File: src/rtl/fp_pkg.sv
// Shared floating-point definitions for the systolic-array processing elements.
// Holds the default format, bias/max-finite helpers and the field/flag structs.
package fp_pkg;

    localparam int EXP_W_DEF = 5;
    localparam int MAN_W_DEF = 10;

    function automatic int bias(input int exp_w);
        return (1 << (exp_w - 1)) - 1;
    endfunction

    // Positive max-finite pattern; callers slice the low 1+exp_w+man_w bits.
    function automatic logic [63:0] max_finite(input int exp_w, input int man_w);
        logic [63:0] v;
        v = ((64'd1 << exp_w) - 64'd2) << man_w;
        v = v | ((64'd1 << man_w) - 64'd1);
        return v;
    endfunction

    typedef struct packed {
        logic                 sign;
        logic [EXP_W_DEF-1:0] exp;
        logic [MAN_W_DEF-1:0] man;
    } fp_t;

    typedef struct packed {
        logic ovf;
        logic unf;
    } fp_flags_t;

endpackage

File: src/rtl/fp_add_norm.sv
// Combinational float adder: align, add/subtract, leading-one normalise,
// then saturate to max-finite or flush to +0 with the matching flag.
module fp_add_norm
    import fp_pkg::*;
#(
    parameter int EXP_W = EXP_W_DEF,
    parameter int MAN_W = MAN_W_DEF,
    localparam int W = 1 + EXP_W + MAN_W
) (
    input  logic [W-1:0] i_a,
    input  logic [W-1:0] i_b,
    output logic [W-1:0] o_sum,
    output fp_flags_t    o_flags
);

    localparam logic [63:0] MAX64 = max_finite(EXP_W, MAN_W);
    localparam int EXP_SAT = (1 << EXP_W) - 1;

    logic [W-1:0]       w_x;
    logic [W-1:0]       w_y;
    logic               w_xs;
    logic               w_ys;
    logic [EXP_W-1:0]   w_xe;
    logic [EXP_W-1:0]   w_ye;
    logic [MAN_W+1:0]   w_mx;
    logic [MAN_W+1:0]   w_my;
    logic [MAN_W+1:0]   w_sum;
    logic [MAN_W-1:0]   w_man;
    logic               w_zero;
    int                 w_d;
    int                 w_exp;
    int                 w_lead;

    always_comb begin
        w_x     = i_a;
        w_y     = i_b;
        o_sum   = '0;
        o_flags = '0;
        w_mx    = '0;
        w_my    = '0;
        w_sum   = '0;
        w_man   = '0;
        w_zero  = 1'b0;
        w_d     = 0;
        w_exp   = 0;
        w_lead  = 0;
        // Magnitude order is the unsigned order of exponent:mantissa.
        if (i_b[W-2:0] > i_a[W-2:0]) begin
            w_x = i_b;
            w_y = i_a;
        end
        w_xs = w_x[W-1];
        w_ys = w_y[W-1];
        w_xe = w_x[W-2:MAN_W];
        w_ye = w_y[W-2:MAN_W];

        if (w_xe == '0) begin
            o_sum = '0;
        end else if (w_ye == '0) begin
            o_sum = w_x;
        end else begin
            w_d = int'(w_xe) - int'(w_ye);
            if (w_d > MAN_W + 1) begin
                o_sum = w_x;
            end else begin
                w_mx  = {2'b01, w_x[MAN_W-1:0]};
                w_my  = {2'b01, w_y[MAN_W-1:0]} >> w_d;
                w_exp = int'(w_xe);
                if (w_xs == w_ys) begin
                    w_sum = w_mx + w_my;
                    if (w_sum[MAN_W+1]) begin
                        w_exp = w_exp + 1;
                        w_man = w_sum[MAN_W:1];
                    end else begin
                        w_man = w_sum[MAN_W-1:0];
                    end
                end else begin
                    w_sum = w_mx - w_my;
                    if (w_sum == '0) begin
                        w_zero = 1'b1;
                    end else begin
                        for (int i = 0; i <= MAN_W; i++) begin
                            if (w_sum[i]) w_lead = i;
                        end
                        w_sum = w_sum << (MAN_W - w_lead);
                        w_exp = w_exp - (MAN_W - w_lead);
                        w_man = w_sum[MAN_W-1:0];
                    end
                end

                if (w_zero) begin
                    o_sum = '0;
                end else if (w_exp >= EXP_SAT) begin
                    o_sum       = {w_xs, MAX64[W-2:0]};
                    o_flags.ovf = 1'b1;
                end else if (w_exp <= 0) begin
                    o_sum       = '0;
                    o_flags.unf = 1'b1;
                end else begin
                    o_sum = {w_xs, EXP_W'(w_exp), w_man};
                end
            end
        end
    end

endmodule

File: src/rtl/pe_fp_ws.sv
// Weight-stationary float PE: stage 1 multiplies the activation by the held
// weight, stage 2 adds the northern partial sum. en=0 freezes every register.
module pe_fp_ws
    import fp_pkg::*;
#(
    parameter int EXP_W = EXP_W_DEF,
    parameter int MAN_W = MAN_W_DEF,
    localparam int W = 1 + EXP_W + MAN_W
) (
    input  logic         clk,
    input  logic         reset,
    input  logic         en,
    input  logic         w_load,
    input  logic [W-1:0] w_in,
    output logic [W-1:0] w_out,
    input  logic [W-1:0] a_in,
    input  logic         a_valid_in,
    output logic [W-1:0] a_out,
    output logic         a_valid_out,
    input  logic [W-1:0] psum_in,
    output logic [W-1:0] psum_out,
    output logic         psum_valid,
    input  logic         clr_flags,
    output logic         ovf_flag,
    output logic         unf_flag
);

    localparam int PW = 2 * MAN_W + 2;
    localparam int BIAS = bias(EXP_W);
    localparam int EXP_SAT = (1 << EXP_W) - 1;
    localparam logic [63:0] MAX64 = max_finite(EXP_W, MAN_W);

    logic [W-1:0]     r_weight;
    logic [W-1:0]     r_a_out;
    logic             r_a_valid;
    logic [W-1:0]     r_prod;
    fp_flags_t        r_prod_flags;
    logic             r_v1;
    logic [W-1:0]     r_psum;
    logic             r_psum_valid;
    logic             r_ovf;
    logic             r_unf;

    logic [W-1:0]     w_prod;
    fp_flags_t        w_mul_flags;
    logic [PW-1:0]    w_pm;
    logic [MAN_W-1:0] w_pman;
    int               w_pexp;
    logic [EXP_W-1:0] w_ae;
    logic [EXP_W-1:0] w_we;
    logic             w_ps;
    logic [W-1:0]     w_add_sum;
    fp_flags_t        w_add_flags;
    logic             w_ovf_evt;
    logic             w_unf_evt;

    assign w_ae = a_in[W-2:MAN_W];
    assign w_we = r_weight[W-2:MAN_W];
    assign w_ps = a_in[W-1] ^ r_weight[W-1];

    always_comb begin
        w_prod      = '0;
        w_mul_flags = '0;
        w_pm        = '0;
        w_pman      = '0;
        w_pexp      = 0;
        // Either operand with a zero exponent field counts as +0.
        if (w_ae != '0 && w_we != '0) begin
            w_pm   = PW'({1'b1, a_in[MAN_W-1:0]}) * PW'({1'b1, r_weight[MAN_W-1:0]});
            w_pexp = int'(w_ae) + int'(w_we) - BIAS;
            if (w_pm[PW-1]) begin
                w_pexp = w_pexp + 1;
                w_pman = w_pm[PW-2:MAN_W+1];
            end else begin
                w_pman = w_pm[PW-3:MAN_W];
            end
            if (w_pexp >= EXP_SAT) begin
                w_prod          = {w_ps, MAX64[W-2:0]};
                w_mul_flags.ovf = 1'b1;
            end else if (w_pexp <= 0) begin
                w_prod          = '0;
                w_mul_flags.unf = 1'b1;
            end else begin
                w_prod = {w_ps, EXP_W'(w_pexp), w_pman};
            end
        end
    end

    fp_add_norm #(
        .EXP_W (EXP_W),
        .MAN_W (MAN_W)
    ) u_add (
        .i_a     (r_prod),
        .i_b     (psum_in),
        .o_sum   (w_add_sum),
        .o_flags (w_add_flags)
    );

    always_ff @(posedge clk or posedge reset) begin
        if (reset) begin
            r_weight     <= '0;
            r_a_out      <= '0;
            r_a_valid    <= 1'b0;
            r_prod       <= '0;
            r_prod_flags <= '0;
            r_v1         <= 1'b0;
            r_psum       <= '0;
            r_psum_valid <= 1'b0;
        end else if (en) begin
            if (w_load) r_weight <= w_in;
            r_a_out      <= a_in;
            r_a_valid    <= a_valid_in;
            r_prod       <= w_prod;
            r_prod_flags <= w_mul_flags;
            r_v1         <= a_valid_in;
            r_psum_valid <= r_v1;
            if (r_v1) r_psum <= w_add_sum;
        end
    end

    // Product flags ride with the product and only count once v1 confirms it.
    assign w_ovf_evt = en & r_v1 & (r_prod_flags.ovf | w_add_flags.ovf);
    assign w_unf_evt = en & r_v1 & (r_prod_flags.unf | w_add_flags.unf);

    always_ff @(posedge clk or posedge reset) begin
        if (reset) begin
            r_ovf <= 1'b0;
            r_unf <= 1'b0;
        end else begin
            r_ovf <= (r_ovf & ~clr_flags) | w_ovf_evt;
            r_unf <= (r_unf & ~clr_flags) | w_unf_evt;
        end
    end

    assign w_out       = r_weight;
    assign a_out       = r_a_out;
    assign a_valid_out = r_a_valid;
    assign psum_out    = r_psum;
    assign psum_valid  = r_psum_valid;
    assign ovf_flag    = r_ovf;
    assign unf_flag    = r_unf;

endmodule

File: config.mk
export PLATFORM = sky130hd
export DESIGN_NAME = pe_fp_ws
export DESIGN_NICKNAME = d
export VERILOG_FILES = /design/src/rtl/fp_pkg.sv /design/src/rtl/fp_add_norm.sv /design/src/rtl/pe_fp_ws.sv
export SDC_FILE = /design/constraint.sdc
export NUM_CORES = 1
export LEC_CHECK = 0
export CAP_MARGIN = 5
export CORE_MARGIN = 5
export CORE_UTILIZATION = 40
export CTS_CLUSTER_DIAMETER = 60
export DETAILED_ROUTE_END_ITERATION = 16
export GPL_TIMING_DRIVEN = 0
export PLACE_DENSITY = 0.59
export SYNTH_ARGS = -nofsm -noshare
export SYNTH_HDL_FRONTEND = slang
export SYNTH_HIERARCHICAL = 1
export SYNTH_SLANG_ARGS = --single-unit
export TNS_END_PERCENT = 10
File: constraint.sdc
create_clock -name clk -period 17.5 [get_ports clk]
set_input_delay 2.625 -clock clk [delete_from_list [all_inputs] [get_ports clk]]
set_output_delay 2.625 -clock clk [all_outputs]
set_load 0.01 [all_outputs]
==> flow_summary.rst, run 1 <==
.. list-table::
   :header-rows: 1

   * - Metric
     - Value
   * - Area enclosed by the die boundary
     - 33010 µm²
   * - Total via count after detailed routing
     - 10202
   * - Required time of the critical path
     - 17.79 ns
   * - Outcome
     - complete, no violations
   * - Number of clock buffers inserted by TritonCTS
     - 9
   * - Core Region
     - 28940 µm²
   * - Routed WL
     - 33160 µm
   * - Port Buffers
     - 105
   * - Overall routing resource usage
     - 20.15%
   * - Final Hold Violating Endpoints
     - 0
   * - Post-synthesis instance total
     - 1362
   * - Antenna violations before repair
     - 1
   * - DRC viols
     - 0
   * - Starting DRC count in detailed routing
     - 771
   * - Max-slew violation total from the final report
     - 0
   * - CP endpoint kind
     - register
   * - Crit share post-route
     - 81.58%
   * - Number of enable-type register cells in the synthesized netlist
     - 0
   * - First-pass GRT wire length
     - 54500 µm
   * - CTS tree
     - yes
   * - Post-synthesis area per instance
     - 8.658 µm²
   * - RSZ-0062 raised after global routing
     - no
   * - Critical path class
     - in2reg
   * - CP bufs+invs
     - 8
   * - Clock insertion delay at the later pin of the skew report
     - 0.35 ns
   * - Worst slew margin relative to its limit
     - 20.18%
   * - Mapped cell area
     - 11790 µm²
   * - Register area share after synthesis
     - 14.85%
   * - Library cell used as clock root buffer
     - sky130_fd_sc_hd__clkbuf_16
   * - Layout net count
     - 1727
   * - Total gr overflow
     - 0
   * - Max Root-Sink Buffers
     - 2
   * - Setup tns final
     - 0 ns
   * - YS warnings
     - 6
   * - Resize count post-CTS
     - 0
   * - Via count of the first global-routing pass
     - 10284
   * - Type of the worst min-delay path
     - reg2reg
   * - Area growth syn-to-layout
     - 15.69%
   * - TritonCTS Sinks
     - 70
   * - Share of flip-flops with an asynchronous set or reset
     - 100.0%
   * - Global placer's final weighted congestion
     - 0.8927
   * - Number of ports placed on the die boundary
     - 106
   * - Pin count of the biggest net entering global routing
     - 60
   * - Cell with the largest stage delay on the worst path
     - sky130_fd_sc_hd__nor4_1
   * - Count of hold-fix buffers inserted at cts
     - 0
   * - Final period demand of the worst path
     - 14.28 ns
   * - Category of the worst setup path launch point
     - input pin
   * - Buffers inserted by post-CTS timing repair
     - 0
   * - Router iterations before antenna repair
     - 7
   * - Total of flip-flops plus latches after synthesis
     - 70
   * - Arr. time, crit path
     - 14.56 ns
   * - Maximum Capacitance Violations
     - 0
   * - Placed wire-length estimate after detailed placement
     - 27350 µm
   * - DIE WIDTH
     - 181.7 µm
   * - Y dimension of the die
     - 181.7 µm
   * - Crit path largest cell delay
     - 0.97 ns
   * - Average vias per placed instance
     - 5.459
   * - Share of post-route cells with drive strength above 1
     - 10.92%
   * - Top flip-flop cell by instance count after synthesis
     - sky130_fd_sc_hd__dfrtp_1
   * - Standard-cell rows
     - 62
   * - Worst-margin pin slew
     - 1.186 ns
   * - Antenna violation net count after detailed routing
     - 0
   * - Maximum clock frequency
     - 70.04 MHz
   * - Number of nets produced by synthesis
     - 1610
   * - Top Family by Delay on Critical Path
     - compound AO/OA/AOI/OAI gates
   * - Maximum fanout along the worst path
     - 10
   * - H-tree levels
     - 3
   * - Starting density of the core
     - 40.75%
   * - Post-CTS clock slew at the launch and capture registers of the worst setup and hold paths
     - 0.07 ns
   * - Number of setup violations in the final report
     - 0
   * - Netlist cell types
     - 105
   * - WL per Instance
     - 17.74 µm
   * - Worst Clk Skew
     - 0.008036 ns
==> registers in the layout, summed over array words and instances, names as in the netlist <==
register	cells
unf_flag	1
psum_valid	1
ovf_flag	1
w_out	16
r_prod	16
psum_out	16
a_out	16
r_v1	1
r_prod_flags	2
==> area by class of cell <==
| cell class | count | area, µm² |
|---|---|---|
| buffer | 59 | 282.8 |
| multi-input combinational | 1024 | 8974 |
| clock inverter | 7 | 61.31 |
| timing repair buffer | 106 | 1079 |
| antenna | 1 | 2.502 |
| clock buffer | 9 | 225.2 |
| sequential | 70 | 1752 |
| fill | 2827 | 15290 |
| inverter | 209 | 787.0 |
| tap | 384 | 480.5 |
==> metal layers <==
| layer | part of all wire, % | routed length [µm] | GRT usage, % |
|---|---|---|---|
| met3 | 4.9 | 1634 | 2.781 |
| met2 | 45 | 14960 | 32.61 |
| met4 | 1.5 | 483 | 4.203 |
| met5 | 0 | 0 | 0 |
| met1 | 48 | 16080 | 28.86 |
==> worst reg2reg max path, delay by kind of cell, from the launching register on <==
kind | cells | cell delay [ns]
flops | 1 | 0.53
buf+inv | 8 | 2.23
fa+ha+maj | 6 | 1.79
compound gates | 16 | 3.64
mux | 2 | 0.52
simple gates | 13 | 2.97
xor+xnor | 1 | 0.37
==> per-stage QoR <==
stage               worst slack (ns)  instance area, µm²  util, %  std cells  hold slack (ns)
global route                   2.506               13640    47.15       1869           0.5218
finish                         3.223               13640    47.15       1869           0.5037
detailed placement             3.148               13350    46.15       1852           0.4946
floorplan                      6.155               11790        -       1362           0.4804
CTS                            3.468               13640    47.14       1868           0.5101
global placement               3.204               13320    46.05       1851           0.4874
==> Yosys cell counts, drive strengths merged, types with 21 or more instances <==
master | n | area [µm²]
a21oi | 63 | 345.3
and2 | 44 | 275.3
buf | 22 | 143.9
clkbuf | 37 | 138.9
dfrtp | 70 | 1752
fa | 83 | 1662
ha | 111 | 1389
inv | 208 | 780.8
mux2 | 62 | 709.4
mux2i | 53 | 546.8
nand2 | 112 | 425.4
nand2b | 25 | 156.4
nand3 | 21 | 115.1
nor2 | 75 | 297.8
nor3 | 30 | 165.2
o21ai | 51 | 274.0
o22ai | 22 | 137.6
xnor2 | 29 | 254.0
==> worst paths after layout <==
path / start / to / slack (ns) / cells past startpoint
min in group asynchronous: reset / psum_out[10]$_DFFE_PP0P_ / 2.54 / 2
hold / removal: psum_out[9]$_DFFE_PP0P_ / psum_out[9]$_DFFE_PP0P_ / 0.50 / 1
max in group asynchronous: reset / a_out[1]$_DFFE_PP0P_ / 14.40 / 3
setup / recovery: psum_in[12] / psum_out[10]$_DFFE_PP0P_ / 3.22 / 46
hold reg to reg: psum_out[9]$_DFFE_PP0P_ / psum_out[9]$_DFFE_PP0P_ / 0.50 / 1
setup reg to reg: r_prod[13]$_DFFE_PP0P_ / psum_out[10]$_DFFE_PP0P_ / 5.43 / 46
==> cells by family after synthesis <==
| kind of cell | after synthesis | synth area share [%] |
|---|---|---|
| adders and majority gates | 194 | 25.87 |
| buffers and inverters | 268 | 9.050 |
| muxes | 118 | 11.23 |
| xor gates and xnor gates | 38 | 2.886 |
| and+or+nand+nor | 389 | 17.16 |
| AOI/OAI and AO/OA | 285 | 18.96 |
| DFF | 70 | 14.85 |
==> cell usage in the layout, fill, tap and decap left out, types with 8 or more instances in the layout <==
master                            count
sky130_fd_sc_hd__nand2b_1            25
sky130_fd_sc_hd__and3_1              14
sky130_fd_sc_hd__nor2b_1             19
sky130_fd_sc_hd__nor4_1              10
sky130_fd_sc_hd__inv_1              207
sky130_fd_sc_hd__clkdlybuf4s50_1    105
sky130_fd_sc_hd__and2_1              44
sky130_fd_sc_hd__nor2_1              74
sky130_fd_sc_hd__xor2_1               8
sky130_fd_sc_hd__fa_1                83
sky130_fd_sc_hd__o21ai_0             41
sky130_fd_sc_hd__clkbuf_1            37
sky130_fd_sc_hd__nand4_1             10
sky130_fd_sc_hd__mux2_2              58
sky130_fd_sc_hd__or3_1                8
sky130_fd_sc_hd__nand2_1            110
sky130_fd_sc_hd__o22ai_1             22
sky130_fd_sc_hd__mux2i_1             51
sky130_fd_sc_hd__o221ai_2            10
sky130_fd_sc_hd__clkbuf_16            9
sky130_fd_sc_hd__o211ai_1             8
sky130_fd_sc_hd__a21oi_1             59
sky130_fd_sc_hd__dfrtp_1             70
sky130_fd_sc_hd__xnor2_1             29
sky130_fd_sc_hd__a211oi_1             8
sky130_fd_sc_hd__nand3_1             19
sky130_fd_sc_hd__a21o_1              11
sky130_fd_sc_hd__buf_2               10
sky130_fd_sc_hd__ha_1               111
sky130_fd_sc_hd__nor3_1              27
sky130_fd_sc_hd__o21a_1              12
Power of run 1 is left out: the tool's default activity adds up to more than one toggle a clock period on the data nets, which glitch-free logic cannot reach.
==> run 2, diff against run 1 <==
- PLACE_DENSITY: 0.59 -> 0.61
- clock period: 17.5 -> 11.82 ns (I/O delays scaled with it)
==> flow_summary.rst, run 2 (same netlist as run 1, synthesis figures left out) <==
.. list-table::
   :header-rows: 1

   * - Metric
     - Value
   * - Outcome
     - complete, no violations
   * - Category of the worst setup path launch point
     - input pin
   * - Placed wire-length estimate after detailed placement
     - 27650 µm
   * - Number of cells traversed by the worst hold path
     - 1
   * - Crit share post-route
     - 95.38%
   * - Fin worst setup slack
     - 0.5460 ns
   * - Type of the worst min-delay path
     - reg2reg
   * - Area growth syn-to-layout
     - 16.81%
   * - Post-route core utilization
     - 47.60%
   * - Area enclosed by the die boundary
     - 33010 µm²
   * - First-pass GRT wire length
     - 55010 µm
   * - DIE WIDTH
     - 181.7 µm
   * - Post-CTS clock slew at the launch and capture registers of the worst setup and hold paths
     - 0.07 ns
   * - Standard-cell rows
     - 62
   * - Router iterations before antenna repair
     - 7
   * - Worst slew margin relative to its limit
     - 34.23%
   * - Critical path class
     - in2reg
   * - Number of setup violations in the final report
     - 0
   * - Cell with the largest stage delay on the worst path
     - sky130_fd_sc_hd__clkdlybuf4s50_1
   * - Footprint of the flip-flops and latches
     - 1752 µm²
   * - Share of post-route cells with drive strength above 1
     - 12.04%
   * - Core Region
     - 28940 µm²
   * - CP endpoint kind
     - register
   * - Overall routing resource usage
     - 20.19%
   * - R2R Path Start
     - r_prod[13]$_DFFE_PP0P_
   * - Antenna violations before repair
     - 2
   * - Maximum Capacitance Violations
     - 0
   * - DRC viols
     - 0
   * - WL per Instance
     - 17.89 µm
   * - TritonCTS Sinks
     - 70
   * - Global placer's final weighted congestion
     - 0.9037
   * - Via count of the first global-routing pass
     - 10503
   * - Worst min-delay path startpoint
     - psum_out[9]$_DFFE_PP0P_
   * - Setup tns final
     - 0 ns
   * - Worst Hold Endpoint
     - psum_out[9]$_DFFE_PP0P_
   * - Starting density of the core
     - 40.75%
   * - R2R Path End
     - psum_out[7]$_DFFE_PP0P_
   * - CTS tree
     - yes
   * - Maximum fanout along the worst path
     - 19
   * - Total gr overflow
     - 0
   * - Library cell used as clock root buffer
     - sky130_fd_sc_hd__clkbuf_16
   * - GR peak layer
     - met2
   * - Area occupied by multi-input gates
     - 9056 µm²
   * - Total via count after detailed routing
     - 10370
   * - Met1 Track Usage GR
     - 28.21%
   * - Met3 demand-to-capacity share in global routing
     - 2.521%
   * - Required time of the critical path
     - 12.05 ns
   * - Max-slew violation total from the final report
     - 0
   * - R2r worst-path depth
     - 46
   * - Layout net count
     - 1730
   * - Routed WL
     - 33520 µm
   * - Average vias per placed instance
     - 5.537
   * - Top Family by Delay on Critical Path
     - compound AO/OA/AOI/OAI gates
   * - Commonest non-fill, non-tap cell in the layout
     - sky130_fd_sc_hd__inv_1
   * - Number of ports placed on the die boundary
     - 106
   * - Setup slack at placement
     - -1.433 ns
   * - Pin count of the biggest net entering global routing
     - 37
   * - Antenna violation net count after detailed routing
     - 0
   * - Final period demand of the worst path
     - 11.27 ns
   * - Commonest cells after routing, fill and taps aside
     - sky130_fd_sc_hd__inv_1, sky130_fd_sc_hd__nand2_1, sky130_fd_sc_hd__ha_1
   * - Worst-margin pin slew
     - 0.9832 ns
   * - Max Root-Sink Buffers
     - 2
   * - Starting DRC count in detailed routing
     - 710
   * - CP bufs+invs
     - 10
   * - Y dimension of the die
     - 181.7 µm
   * - Setup slack on the worst flop-to-flop path
     - 1.82 ns
   * - Crit path largest cell delay
     - 0.56 ns
   * - Port Buffers
     - 105
   * - H-tree levels
     - 3
   * - Final Hold Violating Endpoints
     - 0
   * - Worst Clk Skew
     - 0.006959 ns
   * - Number of clock buffers inserted by TritonCTS
     - 9
   * - FILL cells
     - 2804
   * - Maximum clock frequency
     - 88.70 MHz
   * - Arr. time, crit path
     - 11.50 ns
   * - Clock insertion delay at the later pin of the skew report
     - 0.34 ns
   * - M2 GR Usage
     - 33.30%
   * - Count of hold-fix buffers inserted at cts
     - 0
run 2: routing by layer:
| layer | vias up | part of all wire, % |
|---|---|---|
| met5 | - | 0 |
| met4 | 0 | 2.1 |
| met3 | 48 | 4.6 |
| met2 | 294 | 47 |
| met1 | 5070 | 47 |
| li1 | 4958 | - |
run 2: metrics by stage:
stage	cells	hold slack, ns	area [µm²]
after floorplan	1362	0.4804	11790
after CTS	1868	0.5099	13670
after global routing	1873	0.5254	13770
after detailed placement	1852	0.4928	13350
final	1873	0.5040	13770
after global placement	1851	0.4871	13320
run 2: how the worst max path moves through the flow:
| stage | start | end | slack [ns] | depth (start not counted) |
|---|---|---|---|---|
| floorplan | psum_in[10] | psum_out[7]$_DFFE_PP0P_ | 1.33 | 43 |
| global placement | psum_in[12] | psum_out[9]$_DFFE_PP0P_ | -1.37 | 46 |
| detailed placement | psum_in[12] | psum_out[9]$_DFFE_PP0P_ | -1.43 | 46 |
| CTS | psum_in[12] | psum_out[9]$_DFFE_PP0P_ | 0.08 | 47 |
| global route | psum_in[12] | psum_out[7]$_DFFE_PP0P_ | -0.002 | 46 |
| finish | psum_in[12] | psum_out[7]$_DFFE_PP0P_ | 0.55 | 46 |
run 2: cell type report:
| class | instances | area share [%] |
|---|---|---|
| Antenna cell | 2 | 0.03633 |
| Buffer | 57 | 2.135 |
| Clock buffer | 9 | 1.635 |
| Clock inverter | 7 | 0.4633 |
| Inverter | 209 | 5.713 |
| Multi-Input combinational cell | 1024 | 65.75 |
| Sequential cell | 70 | 12.72 |
| Tap cell | 384 | 3.488 |
| Timing Repair Buffer | 111 | 8.066 |
run 2: timing repair:
action | 4_1_cts | 5_1_grt
endpoints found under the setup margin | 18 | 18
pin swaps | 0 | 6
gates resized for setup | 8 | 20
buffers inserted | 0 | 5
run 2: worst reg2reg max path: cells and delay by family, from the launching register on:
| family | cells | cell delay [ns] |
|---|---|---|
| flip-flops | 1 | 0.51 |
| multiplexers | 3 | 0.88 |
| AND/OR/NAND/NOR | 11 | 2.02 |
| buffers and inverters | 10 | 2.07 |
| AO/OA/AOI/OAI | 16 | 2.48 |
| adder cells (fa/ha/maj) | 6 | 1.92 |
Power of run 2 is left out for the same reason.
==> run 3, diff against run 2 <==
- CORE_MARGIN: 5 -> 8
- HOLD_SLACK_MARGIN: not set -> 0.08
==> flow_summary.rst, run 3 (same netlist as run 1, synthesis figures left out) <==
.. list-table::
   :header-rows: 1

   * - Metric
     - Value
   * - Outcome
     - complete, no violations
   * - Max Root-Sink Buffers
     - 2
   * - Global placer's final weighted congestion
     - 0.9288
   * - Footprint of the flip-flops and latches
     - 1752 µm²
   * - Worst slew margin relative to its limit
     - 40.15%
   * - WL per Instance
     - 17.49 µm
   * - Commonest cells after routing, fill and taps aside
     - sky130_fd_sc_hd__inv_1, sky130_fd_sc_hd__ha_1, sky130_fd_sc_hd__nand2_1
   * - Total gr overflow
     - 0
   * - Layout net count
     - 1728
   * - Maximum fanout along the worst path
     - 19
   * - Starting DRC count in detailed routing
     - 679
   * - Crit share post-route
     - 95.15%
   * - First-pass GRT wire length
     - 55390 µm
   * - DRC viols
     - 0
   * - Required time of the critical path
     - 12.06 ns
   * - Worst-margin pin slew
     - 0.8947 ns
   * - Starting density of the core
     - 40.22%
   * - Commonest non-fill, non-tap cell in the layout
     - sky130_fd_sc_hd__inv_1
   * - Core Region
     - 29320 µm²
   * - Maximum clock frequency
     - 88.91 MHz
   * - Worst Clk Skew
     - 0.008239 ns
   * - Type of the worst min-delay path
     - reg2reg
   * - Max-slew violation total from the final report
     - 0
   * - Count of hold-fix buffers inserted at cts
     - 0
   * - FILL cells
     - 2934
   * - Arr. time, crit path
     - 11.48 ns
   * - Area occupied by multi-input gates
     - 9042 µm²
   * - Number of clock buffers inserted by TritonCTS
     - 9
   * - Hold Worst Slack
     - 0.5029 ns
   * - Routed WL
     - 32830 µm
   * - Crit path largest cell delay
     - 0.53 ns
   * - Average vias per placed instance
     - 5.454
   * - TritonCTS Sinks
     - 70
   * - Number of ports placed on the die boundary
     - 106
   * - Clock insertion delay at the later pin of the skew report
     - 0.35 ns
   * - Via count of the first global-routing pass
     - 10773
   * - RSZ-0062 raised after global routing
     - yes
   * - Port Buffers
     - 105
   * - CP endpoint kind
     - register
   * - Total via count after detailed routing
     - 10237
   * - Pin count of the biggest net entering global routing
     - 50
   * - Router iterations before antenna repair
     - 5
   * - Critical path class
     - in2reg
   * - Setup tns final
     - 0 ns
   * - Share of post-route cells with drive strength above 1
     - 11.78%
   * - CTS tree
     - yes
   * - Antenna violation net count after detailed routing
     - 0
   * - Final period demand of the worst path
     - 11.25 ns
   * - Category of the worst setup path launch point
     - input pin
   * - Number of setup violations in the final report
     - 0
   * - H-tree levels
     - 3
   * - Final Hold Violating Endpoints
     - 0
   * - Y dimension of the die
     - 187.7 µm
   * - Placed wire-length estimate after detailed placement
     - 27520 µm
   * - Standard-cell rows
     - 63
   * - Area growth syn-to-layout
     - 16.86%
   * - DIE WIDTH
     - 187.7 µm
   * - Overall routing resource usage
     - 19.13%
   * - Library cell used as clock root buffer
     - sky130_fd_sc_hd__clkbuf_16
   * - Cell with the largest stage delay on the worst path
     - sky130_fd_sc_hd__clkdlybuf4s50_1
   * - Area enclosed by the die boundary
     - 35230 µm²
   * - Antenna violations before repair
     - 2
   * - Maximum Capacitance Violations
     - 0
   * - Post-CTS clock slew at the launch and capture registers of the worst setup and hold paths
     - 0.06 ns
## run 3: cell count changes in the layout (fill, tap and decap cells not counted), sizes merged
cell,previous run,this run
buf,28,26
clkinv,2,4
bufinv,0,1
clkinvlp,2,0
inv,212,211
## run 3: per-layer routing
metal  global-route usage, %  part of all wire (%)
met1                   24.63                    46
met2                   32.19                    47
met3                   2.953                   4.5
met5                       0                     0
met4                   6.606                   2.6
## run 3: final timing paths
kind	slack [ns]	cells past startpoint	end	startpoint
max	0.57	47	psum_out[8]$_DFFE_PP0P_	psum_in[6]
min	0.50	1	a_out[7]$_DFFE_PP0P_	a_out[7]$_DFFE_PP0P_
max reg2reg	1.87	46	psum_out[8]$_DFFE_PP0P_	r_prod[13]$_DFFE_PP0P_
min reg2reg	0.50	1	a_out[7]$_DFFE_PP0P_	a_out[7]$_DFFE_PP0P_
max in group asynchronous	9.51	3	a_out[0]$_DFFE_PP0P_	reset
min in group asynchronous	1.75	2	a_out[14]$_DFFE_PP0P_	reset
## run 3: what timing repair did
item / CTS / global route
resized for setup: 8 / 18
setup buffers: 0 / 2
pin swaps: 0 / 5
setup endpoints to repair: 18 / 18
## run 3: through the flow
stage          setup WS, ns  util, %  area [µm²]  instances
4_1_cts             0.02436    46.72       13700       1874
3_5_place_dp         -1.571    45.57       13360       1858
5_1_grt            -0.01749    47.00       13780       1877
6_report             0.5729    47.00       13780       1877
2_1_floorplan         1.327        -       11790       1362
3_3_place_gp         -1.435    45.46       13330       1857
## run 3: cell type report
cell class,count,share of cell area [%]
Timing Repair Buffer,108,8.044
Tap cell,390,3.541
Sequential cell,70,12.71
Multi-Input combinational cell,1024,65.62
Buffer,58,2.134
Antenna cell,2,0.03632
Clock buffer,9,1.634
Clock inverter,7,0.5720
Inverter,209,5.711
## run 3: critical path, delay by kind of cell
family / cells / cell delay, ns
buffers and inverters: 10 / 2.09
and+or+nand+nor: 15 / 2.80
adders and majority gates: 6 / 1.90
muxes: 2 / 0.40
AOI/OAI and AO/OA: 12 / 2.11
xor gates and xnor gates: 2 / 0.40
Power of run 3 is left out for the same reason.
